**config.mk**
```make
export PLATFORM = sky130hd
export DESIGN_NAME = if_fetch_queue
export DESIGN_NICKNAME = d
export VERILOG_FILES = /design/src/rtl/if_fetch_queue.sv
export SDC_FILE = /design/constraint.sdc
export NUM_CORES = 1
export LEC_CHECK = 0
export ABC_AREA = 1
export CAP_MARGIN = 20
export CORE_MARGIN = 2
export CORE_UTILIZATION = 49
export DETAILED_ROUTE_END_ITERATION = 10
export PLACE_DENSITY_LB_ADDON = 0.12
export SYNTH_ARGS = -nofsm -noshare
export SYNTH_HDL_FRONTEND = slang
export SYNTH_SLANG_ARGS = --single-unit
```
**constraint.sdc**
```tcl
create_clock -name clk -period 3.9 [get_ports clk]
set_input_delay 0.78 -clock clk [delete_from_list [all_inputs] [get_ports clk]]
set_output_delay 0.78 -clock clk [all_outputs]
set_load 0.01 [all_outputs]
```
**src/rtl/if_fetch_queue.sv**
```systemverilog
// if_fetch_queue: instruction-fetch front end with req/ack memory port and a PC-tagged FIFO to decode
//
// Parameters
//   DEPTH     FIFO entries (power of 2, >= 2)
//   RESET_PC  value of imem_addr while in reset
// Ports
//   clk, rst          clock; asynchronous active-low reset
//   pc_in / pc_stall  current PC in; hold request to the PC register (0 = PC may advance)
//   flush             redirect: drops buffered entries and any in-flight response
//   imem_req/addr     registered read request; addr stable while req is high
//   imem_ack/rdata    memory response, data valid with ack
//   id_valid/instr/pc FIFO head to decode, accepted when id_ready is high
// Build option
//   FETCH_BYPASS_EN   forwards a response straight to decode when the FIFO is empty
module if_fetch_queue #(
  parameter int          DEPTH    = 4,
  parameter logic [31:0] RESET_PC = 32'h00400000
) (
  input  logic        clk,
  input  logic        rst,
  input  logic [31:0] pc_in,
  output logic        pc_stall,
  input  logic        flush,
  output logic        imem_req,
  output logic [31:0] imem_addr,
  input  logic        imem_ack,
  input  logic [31:0] imem_rdata,
  output logic        id_valid,
  output logic [31:0] id_instr,
  output logic [31:0] id_pc,
  input  logic        id_ready
);
  localparam int AW = $clog2(DEPTH);
  localparam int CW = AW + 1;

  typedef enum logic [1:0] {IDLE, WAIT, DRAIN} state_t;

  state_t          r_state, w_next;
  logic [CW-1:0]   r_count;
  logic [AW-1:0]   r_wptr, r_rptr;
  logic [31:0]     r_instr [DEPTH];
  logic [31:0]     r_pc    [DEPTH];
  logic            r_req;
  logic [31:0]     r_addr;
  logic            w_keep, w_issue, w_byp, w_fifo_valid, w_push, w_pop;

  assign imem_req  = r_req;
  assign imem_addr = r_addr;

  always_comb begin
    w_fifo_valid = r_count != '0;
    w_keep       = (r_state == WAIT) & imem_ack & ~flush;
    // a new fetch alongside an ack must leave room for the word being pushed now
    w_issue      = ~flush & (((r_state == IDLE) & (r_count < CW'(DEPTH))) |
                             (w_keep & (r_count < CW'(DEPTH - 1))));
`ifdef FETCH_BYPASS_EN
    w_byp        = w_keep & ~w_fifo_valid;
`else
    w_byp        = 1'b0;
`endif
    id_valid     = w_fifo_valid | w_byp;
    id_instr     = w_byp ? imem_rdata : r_instr[r_rptr];
    id_pc        = w_byp ? r_addr : r_pc[r_rptr];
    w_pop        = w_fifo_valid & id_ready & ~flush;
    w_push       = w_keep & ~(w_byp & id_ready);
    pc_stall     = ~(w_issue | flush);
    // flush without ack in WAIT leaves the request open but marks its data for discard
    w_next       = w_issue                                   ? WAIT  :
                   ((r_state == WAIT) & flush & ~imem_ack)   ? DRAIN :
                   ((r_state == IDLE) | imem_ack)            ? IDLE  : r_state;
  end

  always_ff @(posedge clk or negedge rst) begin
    if (!rst) begin
      r_state <= IDLE;
      r_req   <= 1'b0;
      r_addr  <= RESET_PC;
      r_count <= '0;
      r_wptr  <= '0;
      r_rptr  <= '0;
    end else begin
      r_state <= w_next;
      r_req   <= w_next != IDLE;
      if (w_issue) r_addr <= pc_in;
      if (flush) begin
        r_count <= '0;
        r_wptr  <= '0;
        r_rptr  <= '0;
      end else begin
        r_count <= r_count + CW'(w_push) - CW'(w_pop);
        if (w_push) r_wptr <= r_wptr + AW'(1);
        if (w_pop) r_rptr <= r_rptr + AW'(1);
      end
    end
  end

  always_ff @(posedge clk) begin
    if (w_push) begin
      r_instr[r_wptr] <= imem_rdata;
      r_pc[r_wptr]    <= r_addr;
    end
  end
endmodule

```
==> qor.tcl <==
set qor(power-per-cell-area_nw_per_um2) 662
set qor(ys_top_cells_by_area) {edfxtp_1, dfrtp_1, o21ai_0}
set qor(synthMostInstantiatedCell) {edfxtp_1}
set qor(cts_resized) 0
set qor(antenna_left) 0
set qor(holdBufCountCts) 0
set qor(die_y_um) 156
set qor(tritoncts_clock_tree) {done}
set qor(netlist_instances) 829
set qor(pin_count) 168
set qor(worst_slew_margin_rel) 0.473
set qor(drc) 0
set qor(syn_avg_cell_area_um2) 13.6
set qor(power.switching_mw) 2.73
set qor(crit_chain) {inv_4 > buf_12 > o21ai_0 > o22ai_1 > clkdlybuf4s50_1}
set qor(avgRoutedWirePerCell_um) 18.3
set qor(cts_post_setup_buffers_inserted) 0
set qor(vias) 7007
set qor(dp_hpwl_um) 13000
set qor(grt_max_degree) 129
set qor(timing.final.setup_violations) 0
set qor(clkPwrFrac) 0.280
set qor(rsz0062_at_grt) {no}
set qor(vias_in_the_first_global_route) 6807
set qor(cts_made_buffers) 29
set qor(synth-warning-count) 0
set qor(synthToLayoutAreaGrowth_pct) 25.6
set qor(postSynthRegisterBits) 298
set qor(final_cell_area_um2) 14200
set qor(cts.path.max_buffers) 3
set qor(maxCapViolations) 0
set qor(switching_share) 0.290
set qor(grt_antenna_before_repair) 0
set qor(floorplan.initialDensity) 0.499
set qor(synth_top_area_share) 0.681
set qor(critical_path_required_ns) 3.12
set qor(final.period_utilization) 0.864
set qor(cpPeakStageDelay_ns) 0.59
set qor(hold_viol) 0
set qor(critPathMaxFanout) 48
set qor(ys_seq_area_frac) 0.774
set qor(post-route-min-period_ns) 3.37
set qor(power.static_leakage_nw) 5.04
set qor(clk_transition_reported_paths_ns) 0.06
set qor(top_cell_types_by_occurrence_after_synthesis) {edfxtp_1, nor2_1, o21ai_0}
set qor(drt-vias-per-instance) 5.41
set qor(post_synth_instance_area_um2) 11300
set qor(dominantRegCellSynth) {edfxtp_1}
set qor(worst_setup_path_end_kind) {primary output}
set qor(io_buffers) 167
set qor(vdd_ir_drop_max_uv) 481
set qor(power.share.sequential) 0.454
set qor(internal_power_of_the_cells_mw) 6.66
set qor(grt_first_pass_wirelength_um) 36300
set qor(critical_path.slowest_cell) {clkdlybuf4s50_1}
set qor(clock_sinks) 298
set qor(count_of_flip_flops_with_a_built_in_enable_after_synthesis) 256
set qor(actual_transition_at_the_worst_max_transition_pin_ns) 0.791
set qor(finClkSkew_ns) 0.00954
set qor(grt_util_all_layers) 0.195
set qor(synthesis.nets) 906
set qor(finalWeightedCongestion) 0.759
set qor(p_total_mw) 9.39
set qor(core_um2) 22600
set qor(async_reset_ff_frac) 0.141
set qor(detailedRoute.firstIterationViolations) 376
set qor(detailed_place.area_um2) 13300
set qor(synthDistinctLibCells) 25
set qor(cp.arrival_ns) 2.59
set qor(fp.dieW_um) 156
set qor(first_pass_iters) 4
set qor(cts_root_buffer) {clkbuf_16}
set qor(upper_clock_frequency_limit_mhz) 297
set qor(power.share.combinational) 0.266
set qor(row_count) 55
set qor(critical_path_class) {register to primary output}
set qor(final-max-slew-violation-count) 0
set qor(fin_nets) 1066
set qor(cts-htree-levels) 1
set qor(clkLatencyLatePin_ns) 0.53
set qor(synth_area_leader_cell) {edfxtp_1}
set qor(die_footprint_um2) 24300
set qor(drive_above_1_share) 0.0712
set qor(antennaDiodeCount) 0
set qor(wl_um) 23700
set qor(hold_path.class) {primary input to async pin}
set qor(outcome) {finished clean}
set qor(setup.worst_path.start_class) {register}
set qor(grt.overflow.total) 0
==> final timing paths <==
path                                    start            end  slack (ns)  depth (start not counted)
worst max register to register     r_state[1]     r_count[2]        1.67                         11
worst min register to register  imem_addr[22]  imem_addr[22]        0.52                          2
worst min-delay path                      rst   imem_addr[9]        0.34                          1
max in group asynchronous                 rst  imem_addr[22]        2.80                          2
min in group clk                imem_addr[22]  imem_addr[22]        0.52                          2
worst max-delay path                r_rptr[0]      id_pc[14]        0.53                          5
==> power groups by stage <==
| stage | Sequential, mW | Combinational (mW) | Clock [mW] |
|---|---|---|---|
| floorplan | 4.32 | 1.17 | 0 |
| global placement | 4.31 | 2.49 | 0 |
| detailed placement | 4.32 | 2.52 | 0 |
| CTS | 4.27 | 2.54 | 2.69 |
| global route | 4.32 | 2.74 | 2.83 |
| finish | 4.26 | 2.49 | 2.63 |
==> final cells by class <==
cell class	instances	area, um2
clock buffers	31	733
clock inverters	22	179
fillers	1739	8460
inverters	17	66.3
multi-input cells	462	2250
flip-flops and latches	298	8740
well taps	285	357
repair buffers	181	1850
==> state kept, by name, indices dropped and copies added (netlist names) <==
register,cells
r_state,2
r_instr,128
imem_addr,32
imem_req,1
r_count,3
r_rptr,2
r_pc,128
r_wptr,2
==> cell usage in the layout (no fill, tap or decap), types with 3 or more instances in the layout <==
cell type          n
edfxtp_1         256
clkdlybuf4s50_1  166
nor2_1           136
o21ai_0          127
nand2_1           74
o22ai_1           64
dfrtp_1           39
nand3_1           35
clkbuf_16         29
inv_1             14
clkinv_1           9
clkinv_2           8
buf_4              8
ha_1               7
buf_12             6
o21ai_1            5
nor2_4             5
bufinv_16          3
==> through the flow <==
stage          setup WS, ns  hold WS [ns]  TNS, ns  utilization  instances
4_1_cts               0.502         0.346        0        0.626       1296
3_5_place_dp          0.786         0.511        0        0.586       1243
3_3_place_gp          0.814         0.498        0        0.586       1243
5_1_grt               0.324         0.379        0        0.626       1296
2_1_floorplan        -0.439         0.484  -112.40            -        829
6_report              0.528         0.338        0        0.626       1296
==> critical path: cells and delay by family, from the launching register on <==
| family | cells | cell delay [ns] |
|---|---|---|
| flip-flops | 1 | 0.50 |
| AO/OA/AOI/OAI | 2 | 0.35 |
| buffers and inverters | 3 | 1.20 |
==> cells by family (layout without fill, tap and decap cells) <==
group | Yosys count | after routing | synth area share
AO/OA/AOI/OAI | 198 | 198 | 0.0948
XOR/XNOR | 1 | 1 | 0.000776
adder cells (fa/ha/maj) | 8 | 8 | 0.00953
buffers and inverters | 69 | 251 | 0.0294
flip-flops | 298 | 298 | 0.774
AND/OR/NAND/NOR | 255 | 255 | 0.0915
==> metal layers <==
metal | up-vias | part of all wire | track usage | wire length, um
li1 | 3338 | - | - | -
met1 | 3463 | 0.43 | 0.258 | 10100
met2 | 181 | 0.49 | 0.331 | 11700
met3 | 25 | 0.065 | 0.0414 | 1530
met4 | 0 | 0.016 | 0.0498 | 381
met5 | - | 0 | 0 | 0
Note: power is estimated with default switching activity, not from simulation.
